`config.mk`:
```
export PLATFORM = sky130hd
export DESIGN_NAME = cross_bar_slave_arbiter
export DESIGN_NICKNAME = d
export VERILOG_FILES = /design/src/rtl/cross_bar_pkg.sv /design/src/rtl/cross_bar_rr_picker.sv /design/src/rtl/cross_bar_slave_arbiter.sv
export SDC_FILE = /design/constraint.sdc
export NUM_CORES = 1
export LEC_CHECK = 0
export ABC_CLOCK_PERIOD_IN_PS = 4400
export BUFFER_PORTS_ARGS = -buffer_cell sky130_fd_sc_hd__buf_4
export CAP_MARGIN = 25
export CORE_AREA = 8 8 190 192
export CTS_BUF_LIST = sky130_fd_sc_hd__clkbuf_4 sky130_fd_sc_hd__clkbuf_8
export DETAILED_ROUTE_END_ITERATION = 7
export DIE_AREA = 0 0 198 200
export SETUP_SLACK_MARGIN = 0.4
export SLEW_MARGIN = 20
export SYNTH_ARGS = -nofsm -noshare
export SYNTH_HDL_FRONTEND = slang
export SYNTH_SLANG_ARGS = --single-unit
```
`constraint.sdc`:
```
create_clock -name clk -period 4.4 [get_ports clk]
set_input_delay 0.22 -clock clk [delete_from_list [all_inputs] [get_ports clk]]
set_output_delay 0.22 -clock clk [all_outputs]
set_load 0.03 [all_outputs]
```
`src/rtl/cross_bar_pkg.sv`:
```
// -----------------------------------------------------------------------------
// cross_bar_pkg
// Shared widths, data types and the arbiter state encoding for the crossbar
// slave-side arbitration logic.
// -----------------------------------------------------------------------------
`timescale 1ns/1ps
package cross_bar_pkg;

    localparam int N_MASTERS = 4;
    localparam int ADDR_W    = 32;
    localparam int DATA_W    = 32;

    typedef logic [ADDR_W-1:0] addr_t;
    typedef logic [DATA_W-1:0] data_t;

    typedef enum logic {
        ST_IDLE = 1'b0,
        ST_BUSY = 1'b1
    } arb_state_t;

endpackage

```
`src/rtl/cross_bar_rr_picker.sv`:
```
// -----------------------------------------------------------------------------
// cross_bar_rr_picker
// Purely combinational round-robin selector. Searches the request vector
// upward from rr_ptr, wrapping at N_MASTERS-1, and returns the first hit.
//
// Ports
//   req     in   [N_MASTERS-1:0]  request vector
//   rr_ptr  in   [GNT_W-1:0]      search start index (always < N_MASTERS)
//   winner  out  [GNT_W-1:0]      index of the selected requester
//   valid   out  1                at least one request present
// -----------------------------------------------------------------------------
`timescale 1ns/1ps
module cross_bar_rr_picker #(
    parameter int N_MASTERS = cross_bar_pkg::N_MASTERS,
    parameter int GNT_W     = $clog2(N_MASTERS)
) (
    input  logic [N_MASTERS-1:0] req,
    input  logic [GNT_W-1:0]     rr_ptr,
    output logic [GNT_W-1:0]     winner,
    output logic                 valid
);
    import cross_bar_pkg::*;

    // cand[k] is the index examined at search offset k from rr_ptr.
    logic [GNT_W-1:0] cand [N_MASTERS];

    for (genvar gi = 0; gi < N_MASTERS; gi++) begin : g_cand
        logic [GNT_W:0] sum;
        // rr_ptr < N_MASTERS, so one conditional subtraction is a full modulo.
        assign sum       = {1'b0, rr_ptr} + (GNT_W+1)'(gi);
        assign cand[gi]  = (sum >= (GNT_W+1)'(N_MASTERS))
                         ? GNT_W'(sum - (GNT_W+1)'(N_MASTERS))
                         : sum[GNT_W-1:0];
    end

    // Scan from the largest offset down so the smallest offset wins last.
    always_comb begin
        winner = '0;
        valid  = 1'b0;
        for (int k = N_MASTERS - 1; k >= 0; k--) begin
            if (req[cand[k]]) begin
                winner = cand[k];
                valid  = 1'b1;
            end
        end
    end

endmodule

```
`src/rtl/cross_bar_slave_arbiter.sv`:
```
// -----------------------------------------------------------------------------
// cross_bar_slave_arbiter
// Round-robin arbiter granting one of N_MASTERS request ports access to a
// single downstream slave port. A two-state FSM (IDLE/BUSY) holds the grant
// for the whole transaction; one IDLE cycle always separates transactions.
//
// Ports
//   clk, aresetn                    clock, asynchronous active-low reset
//   master_req/addr/cmd/wdata  in   per-master request (cmd: 0 read, 1 write)
//   master_ack/rdata           out  per-master completion pulse and read data
//   slave_req/addr/cmd/wdata   out  request muxed from the granted master
//   slave_ack/rdata            in   slave completion pulse and read data
//   gnt_id, gnt_valid          out  granted index, high while BUSY
// -----------------------------------------------------------------------------
`timescale 1ns/1ps
module cross_bar_slave_arbiter #(
    parameter int N_MASTERS = cross_bar_pkg::N_MASTERS,
    parameter int GNT_W     = $clog2(N_MASTERS)
) (
    input  logic                                    clk,
    input  logic                                    aresetn,
    input  logic [N_MASTERS-1:0]                    master_req,
    input  cross_bar_pkg::addr_t [N_MASTERS-1:0]    master_addr,
    input  logic [N_MASTERS-1:0]                    master_cmd,
    input  cross_bar_pkg::data_t [N_MASTERS-1:0]    master_wdata,
    output logic [N_MASTERS-1:0]                    master_ack,
    output cross_bar_pkg::data_t [N_MASTERS-1:0]    master_rdata,
    output logic                                    slave_req,
    output cross_bar_pkg::addr_t                    slave_addr,
    output logic                                    slave_cmd,
    output cross_bar_pkg::data_t                    slave_wdata,
    input  logic                                    slave_ack,
    input  cross_bar_pkg::data_t                    slave_rdata,
    output logic [GNT_W-1:0]                        gnt_id,
    output logic                                    gnt_valid
);
    import cross_bar_pkg::*;

    arb_state_t       state_reg, state_next;
    logic [GNT_W-1:0] gnt_id_reg, gnt_id_next;
    logic [GNT_W-1:0] rr_ptr_reg, rr_ptr_next;
    logic [GNT_W-1:0] pick_id;
    logic             pick_valid;
    logic             busy;

    cross_bar_rr_picker #(
        .N_MASTERS (N_MASTERS),
        .GNT_W     (GNT_W)
    ) u_picker (
        .req    (master_req),
        .rr_ptr (rr_ptr_reg),
        .winner (pick_id),
        .valid  (pick_valid)
    );

    always_ff @(posedge clk or negedge aresetn) begin
        if (!aresetn) begin
            state_reg  <= ST_IDLE;
            gnt_id_reg <= '0;
            rr_ptr_reg <= '0;
        end else begin
            state_reg  <= state_next;
            gnt_id_reg <= gnt_id_next;
            rr_ptr_reg <= rr_ptr_next;
        end
    end

    always_comb begin
        state_next  = state_reg;
        gnt_id_next = gnt_id_reg;
        rr_ptr_next = rr_ptr_reg;
        case (state_reg)
            ST_IDLE: begin
                if (pick_valid) begin
                    state_next  = ST_BUSY;
                    gnt_id_next = pick_id;
                end
            end
            ST_BUSY: begin
                // A dropped master_req does not end the transaction; only
                // the slave's ack does.
                if (slave_ack) begin
                    state_next  = ST_IDLE;
                    rr_ptr_next = (gnt_id_reg == GNT_W'(N_MASTERS - 1))
                                ? '0 : gnt_id_reg + GNT_W'(1);
                end
            end
            default: state_next = ST_IDLE;
        endcase
    end

    assign busy      = (state_reg == ST_BUSY);
    assign gnt_valid = busy;
    assign gnt_id    = gnt_id_reg;

    always_comb begin
        slave_req   = 1'b0;
        slave_addr  = '0;
        slave_cmd   = 1'b0;
        slave_wdata = '0;
        if (busy) begin
            slave_req   = master_req[gnt_id_reg];
            slave_addr  = master_addr[gnt_id_reg];
            slave_cmd   = master_cmd[gnt_id_reg];
            slave_wdata = master_wdata[gnt_id_reg];
        end
    end

    for (genvar gi = 0; gi < N_MASTERS; gi++) begin : g_master_ret
        logic sel;
        assign sel              = busy && (gnt_id_reg == GNT_W'(gi));
        assign master_ack[gi]   = sel && slave_ack;
        assign master_rdata[gi] = sel ? slave_rdata : '0;
    end

endmodule

```
# Yosys cells after proc, flatten, opt, wreduce, memory -nomap -nowiden
# Index checks and enable logic that the tools add are counted.
dict set report classes {
  n_lt_le_gt_ge 9
  n_mux 40
  bitwise_logic 1
  reduce_logical 11
  add_sub_neg 8
  eq_ne 3
}
# cell n
set op_table {}
lappend op_table {{32-bit two-way mux} 8}
lappend op_table {{32-bit binary-select mux with 2-bit select} 2}
lappend op_table {{2-bit two-way mux} 9}
lappend op_table {{2-bit by 3-bit less-than comparator with 1-bit output, second input constant} 5}
lappend op_table {{1-bit two-way mux} 14}
lappend op_table {{1-bit binary-select mux with 2-bit select} 6}
lappend op_table {{3-bit greater-or-equal comparator, second input constant} 3}
lappend op_table {{1-bit logical AND} 8}
lappend op_table {{2-bit by 1-bit subtractor with 2-bit output, second input constant} 4}
lappend op_table {{2-bit by 2-bit adder with 3-bit output, second input constant} 2}
lappend op_table {{2-bit equality test, second input constant} 2}
lappend op_table {{2-bit AND reduction} 2}
lappend op_table {{2-bit by 1-bit adder with 3-bit output, second input constant} 1}
lappend op_table {{2-bit by 3-bit greater-or-equal comparator with 1-bit output, second input constant} 1}
lappend op_table {{2-bit by 1-bit adder with 2-bit output, second input constant} 1}
lappend op_table {{2-bit by 1-bit equality test with 1-bit output, second input constant} 1}
lappend op_table {{2-bit zero test} 1}
lappend op_table {{1-bit one-hot mux with 2 select lines} 1}
lappend op_table {{1-bit inverter} 1}
dict set report totals {
  wordCells 75
  ff_bits 5
  output_inout_bits 201
  in_bits 299
}

# Logic depth before layout (Yosys ltp)
# Gate-level depths: netlist (run 1).
dict set report depth {
  depth_word 11
  depth_mapped 7
  depth_no_buf 3
}

# Hierarchy
# Synthesis (run 1) repeated with hierarchy kept, for this count alone.
dict set report unflattened {
  cells_unflattened 421
  hier_area_um2 3226.8
}
# module instances seq_area_each_um2 area_each_um2 cells_per_inst
set modules_own_cells {}
lappend modules_own_cells {cross_bar_slave_arbiter 1 125.1 3149.3 408}
lappend modules_own_cells {cross_bar_rr_picker 1 0.0 77.6 13}

# Least setup slack after synthesis (run 1)
# No wires, ideal clock.
dict set report synth_timing {
  path_type {flip-flop to output port}
  from {register gnt_id_reg[1], in the netlist gnt_id[1]}
  to {output master_rdata[33] (netlist bit)}
  arrival_time_ps 1867
  n_path_buf 4
  slack_ps 2313
  t_required_ps 4180
  stages_incl_launch_ff 8
  cell_sequence {dfrtp_1 buf_2 buf_2 buf_2 inv_1 ha_1 clkbuf_1 and3_1}
}
# item line_no
set synth_lines {}
lappend synth_lines {{start, declared} cross_bar_slave_arbiter.sv:40} ;# logic [GNT_W-1:0] gnt_id_reg, gnt_id_next;
lappend synth_lines {{start signal, assigned} cross_bar_slave_arbiter.sv:63} ;# gnt_id_reg <= gnt_id_next;
lappend synth_lines {{end, declared} cross_bar_slave_arbiter.sv:27} ;# output cross_bar_pkg::data_t [N_MASTERS-1:0] master_rdata,

# Worst setup path in the final report (run 1)
dict set report layout_timing {
  from {register gnt_id_reg[0], in the netlist gnt_id[0]}
  to {output slave_addr[19]}
}
dict set report layout_via {
  elab_chain_len 3
}
# item line_no
set layout_lines {}
lappend layout_lines {{32-bit binary-select mux with 2-bit select} cross_bar_slave_arbiter.sv:103} ;# slave_addr = master_addr[gnt_id_reg];
lappend layout_lines {{32-bit two-way mux (implied by the code)} cross_bar_slave_arbiter.sv:103}
lappend layout_lines {{32-bit two-way mux} cross_bar_slave_arbiter.sv:101} ;# if (busy) begin
lappend layout_lines {{end, declared} cross_bar_slave_arbiter.sv:29} ;# output cross_bar_pkg::addr_t slave_addr,
# No other way between the ends. The select of a mux whose other input is x is not followed.

==> metrics.cfg, run 1 <==
[global_routing]
overflow = 0
grt_antenna_before_repair = 2
grt_pass1_vias = 5533
grtUsageTotal = 0.122
grt_pass1_wl_um = 36200
grt_max_degree = 89

[yosys]
synth_ff_type = dfrtp_1
ys_seq_area_frac = 0.0381
synth_area_leaders = mux4_2 45%, and3_1 25%, and2_1 13%, clkbuf_1 4.1%, dfrtp_1 3.8%
ys_async_sr_fraction = 1.00
synth_cells = 346
synth_top_cell_area_share = 0.453
ys_top_cells_by_count = 132 x and3_1, 66 x and2_1, 66 x mux4_2
synth_nets = 649
synth_cell_types = 23
ys_warn_count = 0
synth_most_common_cell = and3_1
synth_edf_count = 0
ys_ff_latch = 5
synth_top_cell_by_area = mux4_2
synth.avg_cell_area_um2 = 9.49
netlist_area_um2 = 3280

[clock_network]
clockBufferDepth = 2
cts_root_buf = clkbuf_8
post_cts_buffers = 0
insertion_delay_ns = 0.22
cts_tree = yes
cts_sinks = 5
ctsHtreeMaxLevel = 1
numCtsBuffers = 3
clk_pin_slew_ns = 0.03

[critical_path]
crit_path_frequent_cell = buf_4
crit_family = flip-flops
end_kind = primary output
path_cells = buf_4 -> mux4_2 -> and2_1 -> buf_4
crit_path_start_kind = flop
required_ns = 4.18
cpPeakStageDelay_ns = 0.88
path_class = flop to primary output
r2r_cells = 3
crit_buf_inv = 2
cp.depth = 4
path_max_fanout = 39
cp_slowest_cell = dfrtp_4
crit_arrival_ns = 2.77

[die]
start_util = 0.0992
core_um2 = 33100
die_x_um = 198
rows = 67
die_y_um = 200
die_area_um2 = 39600
ioPinCount = 500

[power]
leakage_uw = 0.00401
p_seq_frac = 0.085
intPower_uw = 1330
ir_drop_mv = 0.189
clkPwrFrac = 0.031
p_switching_uw = 1580
p_comb_frac = 0.885
swShare = 0.542
power_density_nw_per_um2 = 390
design_power_total_uw = 2910

[layout]
fin_cells = 1256
fillers = 3627
drive_above_1_share = 0.720
nets = 1109
areaGrowthSynthToFinish_pct = 127
finish.utilization = 0.226

[sta]
drv_slew = 0
finalHoldViolCount = 0
finClkSkew_ns = 0.000498
clock.fmax_mhz = 334
period_minus_slack_ns = 2.99
timing.final.crit_share = 0.680
grt_setup_unrepaired = no
setup_violations = 0
fin_setup_tns_ns = 0
worst_slew_pin_slew_ns = 1.06
slew_headroom = 0.292

[drt]
drt_iter0_markers = 225
viasPerCell = 4.07
routedWlPerCell_um = 21.5
num_vias = 5110
ant_nets = 0
drc = 0
routed_wl_um = 27000
dr.pass1.iters = 4

[job]
drv_cap = 0

[placement]
io_buffers = 499
placed_cells = 1248
hpwlAfterDp_um = 23300
place_congestion = 0.944

[hold_path]
hold-path-cell-count = 2
hold_class = input port to flop

[status]
outcome = finished clean

## placed cells by master (no fill, tap or decap)
cell type / netlist / routed
buf_4: 1 / 504
and3_1: 132 / 132
mux4_2: 66 / 66
and2_1: 66 / 66
diode_2: 0 / 3
inv_1: 3 / 3
nand2_1: 3 / 3
clkbuf_8: 0 / 3
dfrtp_4: 0 / 3
mux2i_1: 2 / 2
nand2b_1: 2 / 2
a21oi_1: 2 / 2
o21ai_0: 2 / 2
o41ai_1: 2 / 2
nor2_1: 2 / 2
ha_2: 0 / 2
ha_1: 4 / 2
dfrtp_1: 5 / 2
nor4_1: 1 / 1
nor2b_1: 1 / 1
a311oi_1: 1 / 1
mux2_2: 1 / 1
o31ai_1: 1 / 1
clkbuf_4: 0 / 1
dlygate4sd3_1: 0 / 1
## routing by layer
layer / wire length (um) / vias up / GRT usage
li1: - / 2262 / -
met2: 13400 / 345 / 0.220
met4: 508 / 0 / 0.0315
met3: 2750 / 21 / 0.0374
met5: 0 / - / 0
met1: 10300 / 2482 / 0.138
## power groups by stage
| stage | sequential, uW | clock (uW) | combinational [uW] |
|---|---|---|---|
| final | 246 | 89.6 | 2580 |
| after CTS | 254 | 92.8 | 2610 |
| after detailed placement | 254 | 0 | 2590 |
| after floorplan | 90.9 | 0 | 1740 |
| after global routing | 270 | 97.5 | 2710 |
| after global placement | 252 | 0 | 2590 |
## worst register-to-register path, cell delays in order, from the launching register on
cell and delay [ns]:
dfrtp_4 1.02, ha_1 0.31, buf_4 0.30, o31ai_1 0.13
## cells by family (layout without fill, tap and decap cells)
logic type / after synthesis / in the layout / synth area share
multiplexers: 69 / 69 / 0.462
buffers and inverters: 53 / 512 / 0.0777
AND/OR/NAND/NOR: 207 / 207 / 0.390
AO/OA/AOI/OAI: 8 / 8 / 0.0164
other: 0 / 3 / 0
adder cells (fa/ha/maj): 4 / 4 / 0.0152
flip-flops: 5 / 5 / 0.0381
## final cells by class
class                      instances  area, um2  share of cell area
inverter                           3       11.3             0.00151
antenna                            3       7.51             0.00101
timing repair buffer             505       3790               0.508
tap                              448        561              0.0751
multi-input combinational        288       2910               0.390
clock buffer                       4       48.8             0.00653
sequential                         5        136              0.0183
## final timing paths
check,from,end,slack (ns)
hold / removal,slave_ack,gnt_valid,0.26
setup / recovery,gnt_id[0],slave_addr[19],1.41
hold reg to reg,rr_ptr_reg[0],rr_ptr_reg[0],0.55
min in group asynchronous,aresetn,gnt_valid,0.38
max in group asynchronous,aresetn,gnt_id[1],3.90
setup reg to reg,gnt_id[1],rr_ptr_reg[0],2.48
## repair_timing
action	CTS	global route
resized for setup	0	0
hold buffers	1	0
hold endpoints to repair	5	0
## through the flow
stage	hold WS [ns]	instance area, um2	setup slack (ns)
final	0.258	7470	1.41
after floorplan	-0.0756	3280	2.31
after global placement	0.0243	7400	1.52
after CTS	0.273	7460	1.25
after global routing	0.260	7460	1.13
after detailed placement	0.0294	7400	1.50
Note: power is estimated with default switching activity, not from simulation.
==> run 2, diff against run 1 <==
- ABC_CLOCK_PERIOD_IN_PS: 4400 -> 2500
- CORE_AREA: 8 8 190 192 -> 8 8 189 191
- DIE_AREA: 0 0 198 200 -> 0 0 197 199
- clock period: 4.4 -> 2.5 ns (I/O delays scaled with it)
==> metrics.cfg, run 2 (synthesis results as in run 1) <==
[sta]
slew_headroom = 0.604
setup_violations = 0
timing.final.crit_share = 0.815
fin_setup_tns_ns = 0
clock.fmax_mhz = 491
finalHoldViolCount = 0
grt_setup_unrepaired = yes
finClkSkew_ns = 0.000639
period_minus_slack_ns = 2.04
worst_slew_pin_slew_ns = 0.589
drv_slew = 0

[global_routing]
grt_antenna_before_repair = 3
overflow = 0
grt_max_degree = 92
grt_pass1_vias = 5629
grtUsageTotal = 0.121
grt_pass1_wl_um = 36200

[job]
drv_cap = 0

[die]
die_x_um = 197
die_area_um2 = 39200
die_y_um = 199
start_util = 0.0999
ioPinCount = 500
rows = 67
core_um2 = 32900

[drt]
routedWlPerCell_um = 21.2
dr.pass1.iters = 4
ant_nets = 0
drt_iter0_markers = 189
viasPerCell = 4.07
drc = 0
num_vias = 5139
routed_wl_um = 26700

[clock_network]
cts_root_buf = clkbuf_8
clockBufferDepth = 2
cts_sinks = 5
clk_pin_slew_ns = 0.04
insertion_delay_ns = 0.22
ctsHtreeMaxLevel = 1
cts_tree = yes
numCtsBuffers = 3

[hold_path]
hold_class = input port to flop
hold-path-cell-count = 2
min_from = slave_ack
whs_endpoint = gnt_valid

[layout]
diodes = 0
fillers = 3621
areaGrowthSynthToFinish_pct = 131
drive_above_1_share = 0.721
layout_commonest_cell = buf_4
nets = 1118
fin_area_um2 = 7600
fin_cells = 1262
mostFrequentLayoutCells = 506 x buf_4, 132 x and3_1, 66 x mux4_2, 66 x and2_1

[critical_path]
r2r-end = gnt_id[0]
cp_slowest_cell = mux4_2
crit_arrival_ns = 1.91
r2r_start = gnt_valid
path_cells = buf_16 -> mux4_2 -> and2_1 -> buf_4
r2r_slack_ns = 0.96
end_kind = primary output
path_max_fanout = 29
crit_path_start_kind = flop
r2r_cells = 2
path_class = flop to primary output
required_ns = 2.38
cpPeakStageDelay_ns = 0.57

[placement]
dpl_cell_area_um2 = 7490
placed_cells = 1254
hpwlAfterDp_um = 22900
place_congestion = 0.989
io_buffers = 499

[status]
outcome = finished clean

[power]
ir_drop_mv = 0.243
power_density_nw_per_um2 = 696
design_power_total_uw = 5290
leakage_uw = 0.00408

run 2: changes by cell type in the layout (fill, tap and decap cells not counted), sizes merged:
cell,change
diode,-3
buf,+9
run 2: worst max-delay path by stage:
stage          startpoint               end  slack, ns  depth (start not counted)
2_1_floorplan   gnt_id[1]  master_rdata[33]       0.51                          7
3_3_place_gp    gnt_id[0]         slave_cmd       0.58                          4
3_5_place_dp    gnt_id[0]         slave_cmd       0.56                          4
4_1_cts         gnt_id[1]         slave_cmd       0.41                          4
5_1_grt         gnt_id[0]         slave_cmd       0.37                          4
6_report        gnt_id[0]    slave_addr[24]       0.46                          4
run 2: critical path: cells and delay by family, from the launching register on:
| family | cells | cell delay (ns) |
|---|---|---|
| mux | 1 | 0.57 |
| flops | 1 | 0.50 |
| buf+inv | 2 | 0.42 |
| simple gates | 1 | 0.18 |
run 2: routing by layer:
layer  track usage  part of all wire  vias to the layer above
met1         0.136              0.38                     2465
met4        0.0376             0.024                        6
met5             0            0.0013                        -
met2         0.212              0.48                      362
li1              -                 -                     2276
met3        0.0438              0.11                       30
run 2: repair_timing:
item	4_1_cts	5_1_grt
hold endpoints to repair	5	0
hold buffers	1	0
setup endpoints to repair	73	38
pin swaps	0	0
resized for setup	0	3
buffers inserted	3	0
run 2: cell type report:
type	instances	area, um2	area share
timing repair buffer	514	3940	0.518
clock buffer	4	48.8	0.00642
sequential	5	136	0.0179
tap	448	561	0.0738
multi-input combinational	288	2900	0.382
inverter	3	11.3	0.00148
run 2: report_power, final:
part | internal (uW) | switching, uW
logic | 2220 | 2700
clock network | 120 | 38.2
registers | 117 | 98.4
total | 2450 | 2840
run 2: per-stage QoR:
stage | hold slack, ns | util | setup slack, ns
finish | 0.168 | 0.231 | 0.463
global route | 0.189 | 0.231 | 0.375
CTS | 0.174 | 0.231 | 0.410
detailed placement | -0.0676 | 0.228 | 0.562
global placement | -0.0688 | 0.228 | 0.576
floorplan | -0.171 | - | 0.508
